**config.mk**
```make
export PLATFORM = sky130hd
export DESIGN_NAME = module_control_entrada
export DESIGN_NICKNAME = d
export VERILOG_FILES = /design/src/rtl/pkg_teclado.sv /design/src/rtl/module_operando.sv /design/src/rtl/module_control_entrada.sv
export SDC_FILE = /design/constraint.sdc
export NUM_CORES = 1
export LEC_CHECK = 0
export CAP_MARGIN = 10
export CORE_ASPECT_RATIO = 0.5
export CORE_UTILIZATION = 48
export DETAILED_ROUTE_END_ITERATION = 16
export GPL_ROUTABILITY_DRIVEN = 0
export HOLD_SLACK_MARGIN = 0.03
export PLACE_DENSITY = 0.82
export SYNTH_ARGS = -nofsm -noshare
export SYNTH_HDL_FRONTEND = slang
export SYNTH_SLANG_ARGS = --single-unit
```
**constraint.sdc**
```tcl
create_clock -name clk -period 2.1 [get_ports clk]
set_clock_uncertainty 0.1 [all_clocks]
set_input_delay 0.315 -clock clk [delete_from_list [all_inputs] [get_ports clk]]
set_output_delay 0.315 -clock clk [all_outputs]
set_load 0.005 [all_outputs]
```
**src/rtl/pkg_teclado.sv**
```systemverilog
// Shared keypad definitions: special key codes and the entry FSM state type.
package pkg_teclado;

  localparam logic [3:0] KEY_ENTER = 4'hA;
  localparam logic [3:0] KEY_BACK  = 4'hB;
  localparam logic [3:0] KEY_CLR   = 4'hC;

  typedef enum logic [1:0] {
    ENTER_A = 2'd0,
    ENTER_B = 2'd1,
    DONE    = 2'd2
  } entrada_t;

endpackage

```
**src/rtl/module_operando.sv**
```systemverilog
// One BCD operand: a digit shift register plus a digit count.
//   clk, rst_in  : clock, async active-low reset
//   push, digit  : shift a new digit in at the least-significant position
//   pop          : drop the least-significant digit
//   clr          : zero value and count (wins over push/pop)
//   val, cnt     : current operand and its number of digits
//   full, empty  : count == N_DIGITS / count == 0
module module_operando #(
  parameter int N_DIGITS = 3,
  parameter int CW       = $clog2(N_DIGITS + 1)
) (
  input  logic                  clk,
  input  logic                  rst_in,
  input  logic                  push,
  input  logic                  pop,
  input  logic                  clr,
  input  logic [3:0]            digit,
  output logic [4*N_DIGITS-1:0] val,
  output logic [CW-1:0]         cnt,
  output logic                  full,
  output logic                  empty
);

  localparam int W = 4 * N_DIGITS;

  logic [W-1:0]  val_q, val_d;
  logic [CW-1:0] cnt_q, cnt_d;

  assign full  = (cnt_q == CW'(N_DIGITS));
  assign empty = (cnt_q == '0);
  assign val   = val_q;
  assign cnt   = cnt_q;

  always_comb begin
    val_d = val_q;
    cnt_d = cnt_q;
    if (clr) begin
      val_d = '0;
      cnt_d = '0;
    end else if (push && !full) begin
      val_d = (val_q << 4) | W'(digit);
      cnt_d = cnt_q + CW'(1);
    end else if (pop && !empty) begin
      val_d = val_q >> 4;
      cnt_d = cnt_q - CW'(1);
    end
  end

  always_ff @(posedge clk or negedge rst_in) begin
    if (!rst_in) begin
      val_q <= '0;
      cnt_q <= '0;
    end else begin
      val_q <= val_d;
      cnt_q <= cnt_d;
    end
  end

endmodule

```
**src/rtl/module_control_entrada.sv**
```systemverilog
// Keypad entry controller: builds operands A and B from key strobes and
// hands the pair downstream with a valid/ready handshake.
//   clk, rst_in        : clock, async active-low reset
//   key_code, key_pulse: key value, qualified by a one-cycle strobe
//   op_a, op_b         : BCD operands, LS digit in [3:0]
//   disp, cnt          : operand being edited and its digit count
//   sel_b              : operand B selected (ENTER_B or DONE)
//   ops_valid/ops_ready: operand pair handshake
//   key_err            : one-cycle pulse for a rejected key
module module_control_entrada
  import pkg_teclado::*;
#(
  parameter int N_DIGITS = 3,
  parameter int CW       = $clog2(N_DIGITS + 1)
) (
  input  logic                  clk,
  input  logic                  rst_in,
  input  logic [3:0]            key_code,
  input  logic                  key_pulse,
  output logic [4*N_DIGITS-1:0] op_a,
  output logic [4*N_DIGITS-1:0] op_b,
  output logic [4*N_DIGITS-1:0] disp,
  output logic [CW-1:0]         cnt,
  output logic                  sel_b,
  output logic                  ops_valid,
  input  logic                  ops_ready,
  output logic                  key_err
);

  entrada_t state_q, state_d;
  logic     key_err_q, key_err_d;

  logic a_push, a_pop, a_clr, a_full, a_empty;
  logic b_push, b_pop, b_clr, b_full, b_empty;
  logic [CW-1:0] a_cnt, b_cnt;

  logic is_digit, is_enter, is_back, is_bad, flush;

  assign is_digit = (key_code <= 4'd9);
  assign is_enter = (key_code == KEY_ENTER);
  assign is_back  = (key_code == KEY_BACK);
  assign is_bad   = (key_code >= 4'hD);
  // CLEAR and a completed handshake both return to a blank ENTER_A.
  assign flush    = (key_pulse && key_code == KEY_CLR) ||
                    (state_q == DONE && ops_ready);

  module_operando #(.N_DIGITS(N_DIGITS), .CW(CW)) u_op_a (
    .clk(clk), .rst_in(rst_in), .push(a_push), .pop(a_pop), .clr(a_clr),
    .digit(key_code), .val(op_a), .cnt(a_cnt), .full(a_full), .empty(a_empty)
  );

  module_operando #(.N_DIGITS(N_DIGITS), .CW(CW)) u_op_b (
    .clk(clk), .rst_in(rst_in), .push(b_push), .pop(b_pop), .clr(b_clr),
    .digit(key_code), .val(op_b), .cnt(b_cnt), .full(b_full), .empty(b_empty)
  );

  always_ff @(posedge clk or negedge rst_in) begin
    if (!rst_in) begin
      state_q   <= ENTER_A;
      key_err_q <= 1'b0;
    end else begin
      state_q   <= state_d;
      key_err_q <= key_err_d;
    end
  end

  always_comb begin
    state_d = state_q;
    if (flush) begin
      state_d = ENTER_A;
    end else if (key_pulse) begin
      case (state_q)
        ENTER_A: if (is_enter && !a_empty) state_d = ENTER_B;
        ENTER_B: begin
          if (is_enter && !b_empty)     state_d = DONE;
          else if (is_back && b_empty)  state_d = ENTER_A;
        end
        default: state_d = state_q;
      endcase
    end
  end

  always_comb begin
    a_push    = 1'b0;
    a_pop     = 1'b0;
    a_clr     = 1'b0;
    b_push    = 1'b0;
    b_pop     = 1'b0;
    b_clr     = 1'b0;
    key_err_d = 1'b0;
    if (flush) begin
      a_clr = 1'b1;
      b_clr = 1'b1;
    end else if (key_pulse) begin
      case (state_q)
        ENTER_A: begin
          if (is_digit) begin
            a_push    = 1'b1;
            key_err_d = a_full;
          end else if (is_enter) begin
            b_clr     = !a_empty;
            key_err_d = a_empty;
          end else if (is_back) begin
            a_pop     = 1'b1;
            key_err_d = a_empty;
          end else if (is_bad) begin
            key_err_d = 1'b1;
          end
        end
        ENTER_B: begin
          if (is_digit) begin
            b_push    = 1'b1;
            key_err_d = b_full;
          end else if (is_enter) begin
            key_err_d = b_empty;
          end else if (is_back) begin
            // empty B: BACK steps back to A instead of erroring
            b_pop = 1'b1;
          end else if (is_bad) begin
            key_err_d = 1'b1;
          end
        end
        default: ;  // DONE ignores everything but CLEAR / handshake
      endcase
    end
  end

  assign sel_b     = (state_q != ENTER_A);
  assign ops_valid = (state_q == DONE);
  assign disp      = sel_b ? op_b : op_a;
  assign cnt       = sel_b ? b_cnt : a_cnt;
  assign key_err   = key_err_q;

endmodule

```
==> impl_metrics.json, run 1 <==
{
  "status": "finished, final reports clean",
  "ir_drop_uv": 611.5,
  "crit_type": "register to output port",
  "routed-via-count": 1831,
  "floorplan_die_area_mm2": 0.004155,
  "register_cell_area_after_layout_um2": 775.7,
  "worst_slack_ps": 64.23,
  "synth_nets": 195,
  "row_count": 15,
  "clock_path_buffers": 2,
  "insertion_delay_ps": 290,
  "final_core_utilization": 0.7439,
  "timing.critical_path.required_ps": 1680,
  "yosysUniqueCellTypes": 49,
  "switching_power_mw": 1.313,
  "synth_top_cells_by_area": "sky130_fd_sc_hd__dfrtp_1 42%, sky130_fd_sc_hd__mux2_2 7.8%, sky130_fd_sc_hd__nor3_1 4.6%",
  "setup.worst_path.start_class": "register",
  "vias_per_cell": 5.887,
  "tritoncts.num_buffers": 5,
  "internal_power_mw": 2.199,
  "highest-signal-layer": "met4",
  "cp_cell_sequence": "nor2_2 > buf_6 > mux2_2 > dlygate4sd2_1",
  "clock-sinks": 31,
  "antenna_found_initial": 0,
  "netlist_top_cells_count": "31 x sky130_fd_sc_hd__dfrtp_1, 18 x sky130_fd_sc_hd__nand2_1, 17 x sky130_fd_sc_hd__nor3_1",
  "synth-main-ff-cell": "sky130_fd_sc_hd__dfrtp_1",
  "timing.max_slew.rel_slack": 0.7089,
  "dp_slack_ps": -98.59,
  "wl_per_cell_um": 17.90,
  "horizontal_die_dimension_um": 90.17,
  "p_comb_frac": 0.518,
  "post-cts-setup-buffer-count": 0,
  "cpLargestDelayFamily": "buffers and inverters",
  "port_buffers": 48,
  "synth_top_cell_area_share": 0.4158,
  "antenna_violating_nets_post_route": 0,
  "detail_route.first_pass.iterations": 4,
  "detail_route.iter0.violations": 160,
  "multiInputGateArea_um2": 993.5,
  "final_hold_violations": 0,
  "worst_pin_slew_ps": 431.2,
  "place_hpwl_mm": 3.970,
  "synth_enable_flop_cells": 0,
  "drc": 0,
  "post_cts_resize_count": 15,
  "final_min_period_over_clock_period": 0.9694,
  "wl_met1_mm": 2.472,
  "grt_pass1_wl_mm": 8.811,
  "crit_path_max_fanout": 14,
  "design.final.nets": 267,
  "first_global_vias": 1765,
  "slew_violations": 0,
  "critical_path.endpoint_type": "output port",
  "grt_max_degree": 32,
  "synthesis.area_mm2": 0.001866,
  "boundaryPins": 49,
  "antenna-diode-count": 0,
  "period_minus_slack_ps": 2036,
  "worst_path_largest_cell_delay_ps": 390,
  "start_util": 0.5232,
  "post_cts_hold_buffer_count": 0,
  "power.switching_fraction": 0.3738,
  "area.growth.synth_to_final_pct": 42.19,
  "leakage_nw": 1.220,
  "cp.buffers_inverters": 2,
  "globalRouteTotalUtil": 0.2841,
  "cts_tree": "done",
  "timing.hold.ws_ps": 359.8,
  "n_fill_cell": 263,
  "max_clock_freq_mhz": 491.2,
  "grt_overflow_total": 0,
  "clock_tree.htree_level_count": 2,
  "setup_total_negative_slack_ps": 0,
  "reg2reg_setup_slack_ps": 210,
  "synth_area_per_inst_um2": 9.976,
  "postSynthCellCount": 187,
  "number_of_failing_setup_endpoints_in_the_final_timing_report": 0,
  "met3WireLength_um": 410,
  "yosysWarningCount": 0,
  "postSynth.asyncResetShare": 1.000,
  "ys_ff_latch": 31,
  "cts.clk_slew.worst_paths_ps": 70,
  "netlist.top_cell.by_area": "sky130_fd_sc_hd__dfrtp_1",
  "cts-root-buf": "sky130_fd_sc_hd__clkbuf_8",
  "fraction_of_final_layout_cells_sized_beyond_drive_strength_1": 0.2577,
  "worst-endpoint-arrival_ps": 1620,
  "count_of_max_cap_constraint_violations": 0,
  "yosysSeqAreaShare": 0.4158,
  "dr_wl_met2_mm": 2.638,
  "slowest_stage": "sky130_fd_sc_hd__dfrtp_1",
  "unrepaired_setup_endpoints_after_global_routing": "yes",
  "coreArea_mm2": 0.003566,
  "die_height_um": 46.09,
  "share_clk_of_total_power": 0.172,
  "pwr_density_cell_mw_per_mm2": 1324,
  "drt_wl_total_mm": 5.566,
  "holdCritPathClass": "input port to async pin",
  "synthMostInstantiatedCell": "sky130_fd_sc_hd__dfrtp_1",
  "power.share.sequential": 0.310
}
==> worst reg2reg max path, cell delays in order (launching register included) <==
cell and delay (ps):
sky130_fd_sc_hd__dfrtp_1 390, sky130_fd_sc_hd__buf_4 180, sky130_fd_sc_hd__or3b_4 410, sky130_fd_sc_hd__a31oi_4 180, sky130_fd_sc_hd__a21oi_2 80, sky130_fd_sc_hd__buf_4 180
sky130_fd_sc_hd__a22o_2 260
==> cell usage in the layout (no fill, tap or decap), types with 2 or more instances in the layout <==
cell / Yosys / final
sky130_fd_sc_hd__clkdlybuf4s50_1: 0 / 34
sky130_fd_sc_hd__dfrtp_1: 31 / 31
sky130_fd_sc_hd__buf_4: 1 / 29
sky130_fd_sc_hd__nand2_1: 18 / 18
sky130_fd_sc_hd__nor3_1: 17 / 17
sky130_fd_sc_hd__dlygate4sd2_1: 0 / 14
sky130_fd_sc_hd__mux2_2: 13 / 13
sky130_fd_sc_hd__o21ai_0: 9 / 9
sky130_fd_sc_hd__o2bb2ai_1: 8 / 8
sky130_fd_sc_hd__a21oi_1: 7 / 7
sky130_fd_sc_hd__o22ai_1: 7 / 7
sky130_fd_sc_hd__mux2i_1: 7 / 7
sky130_fd_sc_hd__nand3_1: 6 / 6
sky130_fd_sc_hd__nor2_1: 7 / 6
sky130_fd_sc_hd__clkbuf_8: 0 / 5
sky130_fd_sc_hd__inv_1: 4 / 4
sky130_fd_sc_hd__and3_1: 3 / 3
sky130_fd_sc_hd__nor2b_1: 3 / 2
sky130_fd_sc_hd__a31o_2: 2 / 2
sky130_fd_sc_hd__a22o_1: 2 / 2
==> per-layer routing <==
layer	vias to the layer above	track usage
met1	899	0.3656
met3	6	0.08251
li1	845	-
met5	-	0
met4	0	0.09677
met2	81	0.4748
==> worst paths after layout <==
check                         startpoint             to  cells past startpoint
min in group clk           u_op_a.val[0]  u_op_a.val[0]                      1
min                               rst_in  u_op_b.val[8]                      2
min reg2reg                u_op_a.val[0]  u_op_a.val[0]                      1
max reg2reg                   state_q[0]  u_op_a.val[8]                      6
max in group asynchronous         rst_in  u_op_a.cnt[1]                      2
max                           state_q[0]       disp[10]                      4
==> sequential cells by signal, summed over array words and instances (netlist names) <==
name        flops
u_op_a.cnt      2
state_q         2
u_op_b.cnt      2
u_op_b.val     12
key_err         1
u_op_a.val     12
==> layout make-up <==
| type | count | share of cell area |
|---|---|---|
| Sequential cell | 31 | 0.2925 |
| Timing Repair Buffer | 78 | 0.2608 |
| Clock inverter | 3 | 0.01651 |
| Clock buffer | 5 | 0.02594 |
| Tap cell | 51 | 0.02406 |
| Inverter | 4 | 0.005660 |
| Multi-Input combinational cell | 139 | 0.3745 |
==> power groups by stage <==
stage	clock network, mW	logic (mW)	registers [mW]
final	0.605	1.82	1.09
after global routing	0.636	1.96	1.12
after CTS	0.612	1.81	1.08
after detailed placement	0	1.88	1.09
after global placement	0	1.84	1.07
after floorplan	0	0.937	1.04
==> stage by stage <==
step                      cell area, um^2  power [mW]  instances
after floorplan                      1866       1.978        187
after global placement               2549       2.909        303
after detailed placement             2549       2.964        303
after CTS                            2648       3.504        311
after global routing                 2653       3.720        311
final                                2653       3.512        311
==> logic make-up after synthesis <==
kind of cell | after synthesis | share of synthesized area
compound gates | 50 | 0.1999
buf+inv | 17 | 0.05432
flops | 31 | 0.4158
mux | 20 | 0.1160
simple gates | 69 | 0.2140
Note: power is estimated with default switching activity, not from simulation.
==> run 2: changes to the inputs <==
--- a/config.mk
+++ b/config.mk
@@ -5,9 +5,10 @@
 export SDC_FILE = /design/constraint.sdc
 export NUM_CORES = 1
 export LEC_CHECK = 0
-export CAP_MARGIN = 10
+export CAP_MARGIN = 25
 export CORE_ASPECT_RATIO = 0.5
 export CORE_UTILIZATION = 48
+export CTS_CLUSTER_DIAMETER = 60
 export DETAILED_ROUTE_END_ITERATION = 16
 export GPL_ROUTABILITY_DRIVEN = 0
 export HOLD_SLACK_MARGIN = 0.03
==> results of run 2 <==
Final layout, timing and power as in run 1 (identical DEF).
==> run 3: changes to the inputs <==
--- a/config.mk
+++ b/config.mk
@@ -13,6 +13,7 @@
 export GPL_ROUTABILITY_DRIVEN = 0
 export HOLD_SLACK_MARGIN = 0.03
 export PLACE_DENSITY = 0.82
+export SETUP_SLACK_MARGIN = 0.05
 export SYNTH_ARGS = -nofsm -noshare
 export SYNTH_HDL_FRONTEND = slang
 export SYNTH_SLANG_ARGS = --single-unit
==> impl_metrics.json, run 3 (synthesized netlist as in run 1, its figures left out) <==
{
  "power.share.sequential": 0.303,
  "coreArea_mm2": 0.003566,
  "grt_max_degree": 32,
  "totalPowerFinal_mw": 3.612,
  "place_hpwl_mm": 3.970,
  "final_hold_violations": 0,
  "worst-endpoint-arrival_ps": 1630,
  "antenna_violating_nets_post_route": 0,
  "place.detailed.instances": 303,
  "final_core_utilization": 0.7474,
  "final_cell_count_no_fill": 313,
  "wl_per_cell_um": 18.38,
  "critical_path.endpoint_type": "output port",
  "area.growth.synth_to_final_pct": 42.86,
  "power.switching_fraction": 0.3782,
  "ir_drop_uv": 650.0,
  "drc": 0,
  "setup.worst_path.start_class": "register",
  "leakage_nw": 1.201,
  "die_height_um": 46.09,
  "antenna_found_initial": 0,
  "port_buffers": 48,
  "cts-root-buf": "sky130_fd_sc_hd__clkbuf_8",
  "cts.clk_slew.worst_paths_ps": 80,
  "antenna-diode-count": 0,
  "unrepaired_setup_endpoints_after_global_routing": "yes",
  "slew_violations": 0,
  "pwr_density_cell_mw_per_mm2": 1355,
  "grt_overflow_total": 0,
  "p_comb_frac": 0.529,
  "detail_route.iter0.violations": 162,
  "cts_tree": "done",
  "vias_per_cell": 5.888,
  "max_clock_freq_mhz": 487.9,
  "horizontal_die_dimension_um": 90.17,
  "mostFrequentLayoutCells": "34 x sky130_fd_sc_hd__clkdlybuf4s50_1, 31 x sky130_fd_sc_hd__dfrtp_1, 30 x sky130_fd_sc_hd__buf_4",
  "routed-via-count": 1843,
  "row_count": 15,
  "crit_path_max_fanout": 7,
  "timing.max_slew.rel_slack": 0.7031,
  "boundaryPins": 49,
  "rr_endpoint": "u_op_a.val[8]",
  "detail_route.first_pass.iterations": 4,
  "final_min_period_over_clock_period": 0.9759,
  "r2r_start": "state_q[0]",
  "globalRouteTotalUtil": 0.2841,
  "worst_slack_ps": 50.55,
  "count_of_max_cap_constraint_violations": 0,
  "drt_wl_total_mm": 5.753,
  "design.final.nets": 269,
  "crit_type": "register to output port",
  "start_util": 0.5232,
  "tritoncts.num_buffers": 5,
  "clock-sinks": 31,
  "clock_tree.htree_level_count": 2,
  "clock_path_buffers": 2,
  "holdCritPathClass": "input port to async pin",
  "dp_slack_ps": -98.59,
  "timing.hold.ws_ps": 356.8,
  "status": "finished, final reports clean",
  "share_clk_of_total_power": 0.168,
  "worst_pin_slew_ps": 439.8,
  "switching_power_mw": 1.366,
  "first_global_vias": 1765,
  "insertion_delay_ps": 290,
  "internal_power_mw": 2.246,
  "n_fill_cell": 258,
  "period_minus_slack_ps": 2049,
  "reg2reg_setup_slack_ps": 180,
  "number_of_failing_setup_endpoints_in_the_final_timing_report": 0,
  "timing.critical_path.required_ps": 1680,
  "grt_pass1_wl_mm": 8.811,
  "r2r_cell_count": 6,
  "fraction_of_final_layout_cells_sized_beyond_drive_strength_1": 0.2863,
  "floorplan_die_area_mm2": 0.004155,
  "layout.cells.most_common": "sky130_fd_sc_hd__clkdlybuf4s50_1",
  "post_cts_hold_buffer_count": 0
}
run 3: cell types whose count changed in the layout (fill, tap and decap cells not counted):
cell,previous run,this run
sky130_fd_sc_hd__clkdlybuf4s15_1,0,6
sky130_fd_sc_hd__clkbuf_2,0,6
sky130_fd_sc_hd__buf_6,1,2
sky130_fd_sc_hd__nor2_2,1,0
sky130_fd_sc_hd__dlygate4sd2_1,14,2
sky130_fd_sc_hd__mux2_4,0,1
sky130_fd_sc_hd__nor2_4,0,1
sky130_fd_sc_hd__buf_4,29,30
sky130_fd_sc_hd__mux2_2,13,12
run 3: final cells by class:
cell class,count,area [um^2],share of cell area
Clock inverter,3,43.79,0.01643
Inverter,4,15.01,0.005634
Timing Repair Buffer,80,695.7,0.2610
Tap cell,51,63.81,0.02394
Clock buffer,5,68.82,0.02582
Sequential cell,31,775.7,0.2911
Multi-Input combinational cell,139,1002,0.3761
run 3: per-layer routing:
metal  vias up  GRT usage  wire length, um
li1        845          -                -
met1       884     0.3656             2481
met2        97     0.4748             2598
met3        17    0.08251              567
met4         0    0.09677              105
met5         -          0                0
run 3: power by group through the flow:
stage	clock (mW)	sequential [mW]	combinational, mW
6_report	0.606	1.09	1.91
5_1_grt	0.636	1.12	2.06
4_1_cts	0.612	1.08	1.81
3_5_place_dp	0	1.09	1.88
3_3_place_gp	0	1.07	1.84
2_1_floorplan	0	1.04	0.937
run 3: critical path: stages, from the launching register on:
cell and delay (ps):
sky130_fd_sc_hd__dfrtp_1 410, sky130_fd_sc_hd__nor2_4 170, sky130_fd_sc_hd__buf_6 160, sky130_fd_sc_hd__mux2_2 340, sky130_fd_sc_hd__dlygate4sd2_1 260
run 3: timing repair:
| item | CTS | global route |
|---|---|---|
| buffers inserted | 0 | 1 |
| pin swaps | 0 | 1 |
| gates resized for setup | 15 | 25 |
| cloned | 0 | 1 |
| setup endpoints to repair | 14 | 15 |
| hold endpoints to repair | 0 | 0 |
run 3: worst max path at each step:
stage          slack, ps             to         from
2_1_floorplan        330       disp[10]   state_q[0]
3_5_place_dp        -100  u_op_b.val[4]    key_pulse
3_3_place_gp         -70  u_op_a.val[8]  key_code[2]
5_1_grt               10        disp[8]   state_q[1]
4_1_cts               70        disp[6]   state_q[0]
6_report              50        disp[8]   state_q[1]
run 3: stage by stage:
stage	instance area, um^2	setup TNS, ps
finish	2665	0
detailed placement	2549	-1309
CTS	2648	0
global placement	2549	-161.2
floorplan	1866	0
global route	2665	0
